--- src/rtl/arcade_controls_mp.sv ---
`timescale 1ns/1ps
`default_nettype none
// +----------------------------------------------------------------------------+
// | arcade_controls_mp: multi-player PS/2 + joystick merge, rotate, coin shaper |
// | Optional feature macro: AUTOFIRE_EN (fire B becomes autofire on fire A)     |
// | Rev 1.0                                                                     |
// +----------------------------------------------------------------------------+
module arcade_controls_mp #(
  parameter int NUM_PLAYERS = 2,
  parameter int NUM_BUTTONS = 6,
  parameter int COIN_CYCLES = 2400000
) (
  input  logic                                  clk_sys,
  input  logic                                  reset,
  input  logic                                  key_strobe,
  input  logic                                  key_pressed,
  input  logic                                  key_extended,
  input  logic [7:0]                            key_code,
  input  logic [NUM_PLAYERS*(4+NUM_BUTTONS)-1:0] joy_in,
  input  logic                                  rotate,
  input  logic [1:0]                            orientation,
  input  logic                                  joyswap,
  input  logic                                  oneplayer,
  output logic [NUM_PLAYERS-1:0]                coin,
  output logic [NUM_PLAYERS-1:0]                start,
  output logic                                  tilt,
  output logic [NUM_PLAYERS*(4+NUM_BUTTONS)-1:0] player
);

  localparam int PW = 4 + NUM_BUTTONS;
  localparam int W  = NUM_PLAYERS * PW;
  localparam int CW = $clog2(COIN_CYCLES + 1);
  localparam logic [CW-1:0] C_LAST = CW'(COIN_CYCLES - 1);

  // Key state vector layout: P1 {fireF..fireA,up,down,left,right} at 0..9,
  // P2 {fireB,fireA,up,down,left,right} at 10..15, then system keys.
  localparam int K_P1     = 0;
  localparam int K_P2     = 10;
  localparam int K_COIN1  = 16;
  localparam int K_COIN2  = 17;
  localparam int K_START1 = 18;
  localparam int K_START2 = 19;
  localparam int K_TILT   = 20;
  localparam int NK       = 21;

  typedef enum logic [0:0] {
    COIN_IDLE  = 1'b0,
    COIN_PULSE = 1'b1
  } coin_state_t;

  logic [NK-1:0] key_q, key_d;
  logic [4:0]    key_idx;
  logic          key_hit;

  always_comb begin
    key_idx = 5'd0;
    key_hit = 1'b1;
    case ({key_extended, key_code})
      9'h175: key_idx = 5'd3;
      9'h172: key_idx = 5'd2;
      9'h16B: key_idx = 5'd1;
      9'h174: key_idx = 5'd0;
      9'h014: key_idx = 5'd4;
      9'h011: key_idx = 5'd5;
      9'h029: key_idx = 5'd6;
      9'h012: key_idx = 5'd7;
      9'h01A: key_idx = 5'd8;
      9'h022: key_idx = 5'd9;
      9'h02D: key_idx = 5'd13;
      9'h02B: key_idx = 5'd12;
      9'h023: key_idx = 5'd11;
      9'h034: key_idx = 5'd10;
      9'h01C: key_idx = 5'd14;
      9'h01B: key_idx = 5'd15;
      9'h02E: key_idx = 5'd16;
      9'h036: key_idx = 5'd17;
      9'h016: key_idx = 5'd18;
      9'h01E: key_idx = 5'd19;
      9'h02C: key_idx = 5'd20;
      default: key_hit = 1'b0;
    endcase
    key_d = key_q;
    if (key_strobe && key_hit) begin
      key_d[key_idx] = key_pressed;
    end
  end

  always_ff @(posedge clk_sys) begin
    if (reset) key_q <= '0;
    else       key_q <= key_d;
  end

  logic [PW-1:0] key_p1, key_p2;
  assign key_p1 = key_q[K_P1 +: PW];

  // P2 has only fire A/B on the keyboard; higher fire bits stay joystick-only.
  always_comb begin
    key_p2 = '0;
    for (int b = 0; b < PW && b < 6; b++) begin
      key_p2[b] = key_q[K_P2 + b];
    end
  end

`ifdef AUTOFIRE_EN
  logic [19:0] af_cnt_q, af_cnt_d;
  logic        af_wrap;
  assign af_cnt_d = af_cnt_q + 20'd1;
  assign af_wrap  = &af_cnt_q;

  always_ff @(posedge clk_sys) begin
    if (reset) af_cnt_q <= '0;
    else       af_cnt_q <= af_cnt_d;
  end
`endif

  logic [W-1:0] joy_sw, key_flat, src_flat, mix_flat, fire_flat, rot_flat;
  logic [W-1:0] player_q;
  logic [NUM_PLAYERS-1:0] start_d, start_q, raw_coin, coin_q;
  logic tilt_q;
  logic rot_active;

  assign rot_active = rotate & orientation[0];

  for (genvar p = 0; p < NUM_PLAYERS; p++) begin : g_player
    localparam int SW = (NUM_PLAYERS >= 2 && p < 2) ? 1 - p : p;

    assign joy_sw[p*PW +: PW] = joyswap ? joy_in[SW*PW +: PW] : joy_in[p*PW +: PW];

    if (p == 0) begin : g_key_p1
      assign key_flat[p*PW +: PW] = key_p1;
      assign start_d[p]           = key_q[K_START1];
      assign raw_coin[p]          = key_q[K_COIN1];
    end else if (p == 1) begin : g_key_p2
      assign key_flat[p*PW +: PW] = key_p2;
      assign start_d[p]           = key_q[K_START2];
      assign raw_coin[p]          = key_q[K_COIN2];
    end else begin : g_key_none
      assign key_flat[p*PW +: PW] = '0;
      assign start_d[p]           = 1'b0;
      assign raw_coin[p]          = 1'b0;
    end

    assign src_flat[p*PW +: PW] = joy_sw[p*PW +: PW] | key_flat[p*PW +: PW];

    if (p == 1) begin : g_mirror
      assign mix_flat[p*PW +: PW] = src_flat[p*PW +: PW] | (oneplayer ? src_flat[0 +: PW] : '0);
    end else begin : g_no_mirror
      assign mix_flat[p*PW +: PW] = src_flat[p*PW +: PW];
    end

`ifdef AUTOFIRE_EN
    if (NUM_BUTTONS >= 2) begin : g_af
      logic          held_q, held_d, phase_q, phase_d, phase_now;
      logic [PW-1:0] m, f;

      // Phase restarts high on each new press, then flips on counter wrap.
      always_comb begin
        m         = mix_flat[p*PW +: PW];
        held_d    = m[5];
        phase_now = (m[5] && !held_q) ? 1'b1 : phase_q;
        phase_d   = af_wrap ? ~phase_now : phase_now;
        f         = m;
        f[4]      = m[4] | (m[5] & phase_now);
        f[5]      = 1'b0;
      end

      always_ff @(posedge clk_sys) begin
        if (reset) begin
          held_q  <= 1'b0;
          phase_q <= 1'b0;
        end else begin
          held_q  <= held_d;
          phase_q <= phase_d;
        end
      end

      assign fire_flat[p*PW +: PW] = f;
    end else begin : g_no_af
      assign fire_flat[p*PW +: PW] = mix_flat[p*PW +: PW];
    end
`else
    assign fire_flat[p*PW +: PW] = mix_flat[p*PW +: PW];
`endif

    logic [PW-1:0] rin, rout;
    assign rin = fire_flat[p*PW +: PW];

    // Direction bits: [3]=up [2]=down [1]=left [0]=right.
    always_comb begin
      rout = rin;
      if (rot_active) begin
        if (orientation[1]) begin
          rout[3] = rin[0];
          rout[0] = rin[2];
          rout[2] = rin[1];
          rout[1] = rin[3];
        end else begin
          rout[3] = rin[1];
          rout[1] = rin[2];
          rout[2] = rin[0];
          rout[0] = rin[3];
        end
      end
    end

    assign rot_flat[p*PW +: PW] = rout;

    coin_state_t   st_q, st_d;
    logic [CW-1:0] cnt_q, cnt_d;
    logic          raw_prev_q, coin_d;

    always_comb begin
      st_d  = st_q;
      cnt_d = cnt_q;
      case (st_q)
        COIN_IDLE: begin
          if (raw_coin[p] && !raw_prev_q) begin
            st_d  = COIN_PULSE;
            cnt_d = '0;
          end
        end
        COIN_PULSE: begin
          if (cnt_q == C_LAST) st_d = COIN_IDLE;
          else                 cnt_d = cnt_q + CW'(1);
        end
        default: st_d = COIN_IDLE;
      endcase
      coin_d = (st_d == COIN_PULSE);
    end

    always_ff @(posedge clk_sys) begin
      if (reset) begin
        st_q       <= COIN_IDLE;
        cnt_q      <= '0;
        raw_prev_q <= 1'b0;
        coin_q[p]  <= 1'b0;
      end else begin
        st_q       <= st_d;
        cnt_q      <= cnt_d;
        raw_prev_q <= raw_coin[p];
        coin_q[p]  <= coin_d;
      end
    end
  end

  always_ff @(posedge clk_sys) begin
    if (reset) begin
      player_q <= '0;
      start_q  <= '0;
      tilt_q   <= 1'b0;
    end else begin
      player_q <= rot_flat;
      start_q  <= start_d;
      tilt_q   <= key_q[K_TILT];
    end
  end

  assign player = player_q;
  assign start  = start_q;
  assign tilt   = tilt_q;
  assign coin   = coin_q;

endmodule
`default_nettype wire

--- config.mk ---
export PLATFORM = sky130hd
export DESIGN_NAME = arcade_controls_mp
export DESIGN_NICKNAME = d
export VERILOG_FILES = /design/src/rtl/arcade_controls_mp.sv
export SDC_FILE = /design/constraint.sdc
export NUM_CORES = 1
export LEC_CHECK = 0
export CAP_MARGIN = 30
export CORE_ASPECT_RATIO = 1.5
export CORE_UTILIZATION = 35
export DETAILED_ROUTE_END_ITERATION = 8
export PLACE_DENSITY = 0.65
export SLEW_MARGIN = 20
export SYNTH_ARGS = -nofsm -noshare
export SYNTH_HDL_FRONTEND = slang
export SYNTH_SLANG_ARGS = --single-unit
--- constraint.sdc ---
create_clock -name clk_sys -period 2.72 [get_ports clk_sys]
set_input_delay 0.272 -clock clk_sys [delete_from_list [all_inputs] [get_ports clk_sys]]
set_output_delay 0.272 -clock clk_sys [all_outputs]
set_load 0.01 [all_outputs]
---- Yosys cells after proc, flatten, opt, wreduce, memory -nomap -nowiden ----
Index checks and enable logic that the tools add are counted.
word-level totals
  register bits after elaboration ......... 92
  input port bits ......................... 38
  output and inout port bits .............. 25
  word-level logic and storage cells ...... 80
cells by class
  $add $sub $neg .......................... 2
  $lt $le $gt $ge ......................... 2
  eq/ne operators ......................... 27
  multiplexer cells ....................... 24
  bitwise gates (word level) .............. 6
  reductions and logical operators ........ 9
operator list
  operator                                                                number
  5-bit one-hot mux with 20 select lines                                  1
  22-bit two-way mux                                                      4
  22-bit one-hot mux with 2 select lines                                  2
  9-bit by 6-bit == test with 1-bit output (second input constant)        9
  9-bit by 5-bit == test with 1-bit output (second input constant)        8
  22-bit by 1-bit adder with 22-bit output (second input constant)        2
  22-bit == test (second input constant)                                  2
  9-bit == test (second input constant)                                   4
  10-bit two-way mux                                                      3
  21-bit bitwise mux                                                      1
  21-bit OR reduction                                                     1
  10-bit bitwise OR                                                       2
  4-bit two-way mux                                                       4
  10-bit by 6-bit bitwise OR with 10-bit output                           1
  2-bit != test (second input constant)                                   4
  5-bit by 6-bit < comparator with 1-bit output (second input constant)   1
  1-bit two-way mux                                                       6
  1-bit demux with 5-bit select                                           1
  5-bit by 1-bit >= comparator with 1-bit output (second input constant)  1
  1-bit logical AND                                                       4
  1-bit one-hot mux with 2 select lines                                   2
  2-bit AND reduction                                                     2
  1-bit logical NOT                                                       2
  1-bit NOT                                                               2
  1-bit bitwise AND                                                       1

---- Depth between registers and ports, before layout ----
  word-level depth ........................ 7
  depth in mapped cells ................... 10
  mapped depth without buffers ............ 8

---- Worst setup path before layout ----
OpenSTA, ideal clock, no wires.
  kind .................................... register -> register
  start ................................... reg g_player[1].cnt_q[13]
  end ..................................... reg g_player[1].cnt_q[17]
  library setup time ...................... 0.126 ns
  arrival ................................. 2.256 ns
  required time ........................... 2.594 ns
  slack ................................... 0.338 ns
  cell stages (with the launch flop) ...... 9
  buffers on the path ..................... 1
  period minus slack after synthesis ...... 2.382 ns
  cell sequence ........................... dfxtp_1 > or4b_1 > or4_1 > o41ai_4 > and2_1 > buf_6 > nor4_1 > xnor2_1 > nor2_1
between the ends
  longest elaborated chain between the ends .. 3
  elaborated cells on any way between the ends .. 6
  classes of those cells .................. 1 x add/sub; 2 x eq/ne; 2 x mux; 1 x reduce/logical
RTL lines
  item                                                                           RTL line  text
  from (decl)                                                                    209       logic [CW-1:0] cnt_q, cnt_d;
  from (signal assigned)                                                         239       cnt_q <= cnt_d;
  22-bit by 1-bit adder with 22-bit output or 22-bit == test (tied branches)     224, 223
  22-bit two-way mux or 2-bit != test (tied branches)                            n/a
  22-bit one-hot mux with 2 select lines or 2-bit AND reduction (tied branches)  n/a
Parallel ways exist; a longest one is shown, timed or not. The select of a mux whose other input is x is not followed.
A chain may end at the register's enable or synchronous reset.

---- Worst setup path in the final report ----
  start ................................... reg g_player[1].cnt_q[13]
  end ..................................... reg g_player[1].cnt_q[21]
The elaborated chain is that of the path after synthesis.

==> results.md <==
- Flops & latches, synth: 92
- Synthesized Nets: 619
- Outcome: completed
- P_leak: 2.159 nW
- TritonRoute pass-1 iters: 4
- Least-Margin Pin Slew: 725.6 ps
- Row count: 52
- Antenna Nets Post-Route: 0
- Clk slew on worst S/H paths: 70 ps
- # clock sinks: 92
- Iter 0 DRT Violations: 182
- WL per Instance: 15.40 um
- Nets: 689
- Max transition margin: 0.5163
- Count of cell types in the netlist: 60
- CORE AREA: 13,400 um2
- Htree depth: 3
- Largest net degree at the start of global routing: 31
- DIE WIDTH: 97.58 um
- # DRC: 0
- First-pass GRT wire length: 20.67 mm
- Clock skew: 7.470 ps
- Period utilization: 0.9486
- Syn_area_per_cell: 8.283 um2
- Deepest clock path buffer count: 2
- # diodes: 0
- Crit path required time: 3000 ps
- Fin cells: 816
- Hold_ws: 319.5 ps
- I/O pin cnt: 63
- Final Hold Vio Count: 0
- Fin crit period: 2580 ps
- Via density per instance: 5.422
- Cell taking the most area after synthesis: dfxtp_1
- Mapped Cells: 579
- Top post-synthesis cells by area: dfxtp_1 38%, nor2_1 5.9%, nor2b_1 4.3%
- RePlAce Congestion: 0.8674
- Flop2flop setup slack: 140 ps
- Die H: 145.4 um
- Starting Density: 0.3578
- Worst reg2reg path startpoint: g_player[1].cnt_q[13]$_SDFFE_PP0P_
- RSZ-0062 raised after global routing: false
- Vias: 4,424
- # Post-CTS Setup Buffers: 0
- Hold_sp: reset
- Resize count post-CTS: 0
- Crit-path max FO: 13
- Skew-Pair Late Insertion Delay: 350 ps
- Area Overhead vs Synth: 25.65%
- Vias in the first global route: 4,436
- Post-synth EDFFs: 0
- WS Path Type: flip-flop to flip-flop
- Hold-fix buffers, CTS: 0
- Final setup TNS: 0 ps
- Worst Hold Depth: 2
- GRT Residual Overflow: 0
- Max VDD drop: 0.3944 mV
- PwrDens: 496.8 nW/um2
- Hpwl dp: 9.671 mm
- CTS buffer count: 9
- Fin. max-slew vios: 0
- Count leader, synth: dfxtp_1
- Synth async-reset ratio: 0
- Die footprint: 14,180 um2
- Reg2reg path depth: 8
- Clock Tree Root: clkbuf_16
- TritonCTS clock tree: built
- Pwr Total: 0.002993 W
- Worst min path class: input pin to flip-flop
- Arrival time of the worst setup path: 2860 ps
- Max-Cap Viols: 0
- Leading register cell type out of synthesis: dfxtp_1
- GRT Total Usage: 0.1799
- Critical path origin: g_player[1].cnt_q[13]$_SDFFE_PP0P_
- Initial antenna violation count: 0
- CP Launch Type: flip-flop
- CP Capture Type: flip-flop
- Max frequency: 387.6 MHz
- Synth cell count leaders: 92 x dfxtp_1, 76 x nor2_1, 41 x nand2_1
- Number of port buffers: 62
- # setup viols final: 0
- Sequential area share after synthesis: 0.3840
- Drt total wl: 12.57 mm
- Synth Cell Area: 4796 um2
- Layout cell share with drive strength beyond 1: 0.1024
- Final worst slack: 139.9 ps
- CP Capture Point: g_player[1].cnt_q[21]$_SDFFE_PP0P_
- Reg-to-reg endpoint: g_player[1].cnt_q[21]$_SDFFE_PP0P_
- Placed insts: 800
- Dpl ws: -76.62 ps
- Synth warn: 0
- Top cell type's share of synthesized area: 0.3840
flip-flops by register name, indices dropped and copies added, names as in the netlist:
register,cells
g_player.cnt_q,44
start,2
g_player.raw_prev_q,2
tilt,1
g_player.st_q,2
player,20
key_q,21
per-layer routing:
metal  vias to the layer above  wire (um)  global-route usage
met2                       110       6736              0.3367
met5                         -          0                   0
met3                        38        375             0.03122
li1                       2207          -                   -
met1                      2069       4926              0.1849
met4                         0        530              0.1029
area by class of cell:
class	instances	area (um2)
clock buffer	9	225.2
tap	162	202.7
sequential	92	1842
fill	1310	7377
clock inverter	7	75.07
timing repair buffer	96	883.3
multi-input combinational	442	2768
inverter	8	30.03
worst max-delay path, stage by stage (launching register included):
cell     delay (ps)
dfxtp_1         330
or4b_1          510
or4_1           530
o41ai_4         270
buf_4           250
nor3_1          100
nand4_1         110
mux2_2          330
nor2_1           80
stage by stage:
stage | utilization | cell area [um2]
after floorplan | - | 4796
after global placement | 0.4270 | 5723
after detailed placement | 0.4270 | 5723
after CTS | 0.4494 | 6023
after global routing | 0.4496 | 6026
final | 0.4496 | 6026
report_power, final:
part           total (W)  internal [W]  switching (W)  leakage (nW)
registers        0.00138       0.00137     0.00000793         0.746
logic           0.000350      0.000174       0.000176          1.27
clock network    0.00127      0.000717       0.000549         0.138
worst min-delay path by stage:
stage / end / slack, ps
finish: g_player[0].cnt_q[0]$_SDFFE_PP0P_ / 320
global placement: g_player[1].raw_prev_q$_SDFF_PP0_ / 450
detailed placement: tilt$_SDFF_PP0_ / 460
global route: g_player[0].cnt_q[0]$_SDFFE_PP0P_ / 350
CTS: g_player[0].cnt_q[0]$_SDFFE_PP0P_ / 310
floorplan: tilt$_SDFF_PP0_ / 350
placed cells by master, fill, tap and decap left out, types with 16 or more instances in the layout:
| master | count |
|---|---|
| nor2b_1 | 33 |
| a21oi_1 | 21 |
| a211oi_1 | 23 |
| nor2_1 | 76 |
| o21ai_0 | 19 |
| dfxtp_1 | 92 |
| nand2b_1 | 21 |
| nand2_1 | 40 |
| clkdlybuf4s50_1 | 61 |
| mux2i_1 | 19 |
| buf_4 | 33 |
| nor3_1 | 16 |
| nand3_1 | 24 |
cell families after synthesis:
group                      after synthesis  synth area share
muxes                                   28           0.06079
DFF                                     92            0.3840
adders and majority gates                2          0.005217
buffers and inverters                   45           0.03939
xor gates and xnor gates                29           0.05296
AOI/OAI and AO/OA                      111            0.1607
and+or+nand+nor                        272            0.2969
No activity file was read; power rests on OpenSTA's default activity.
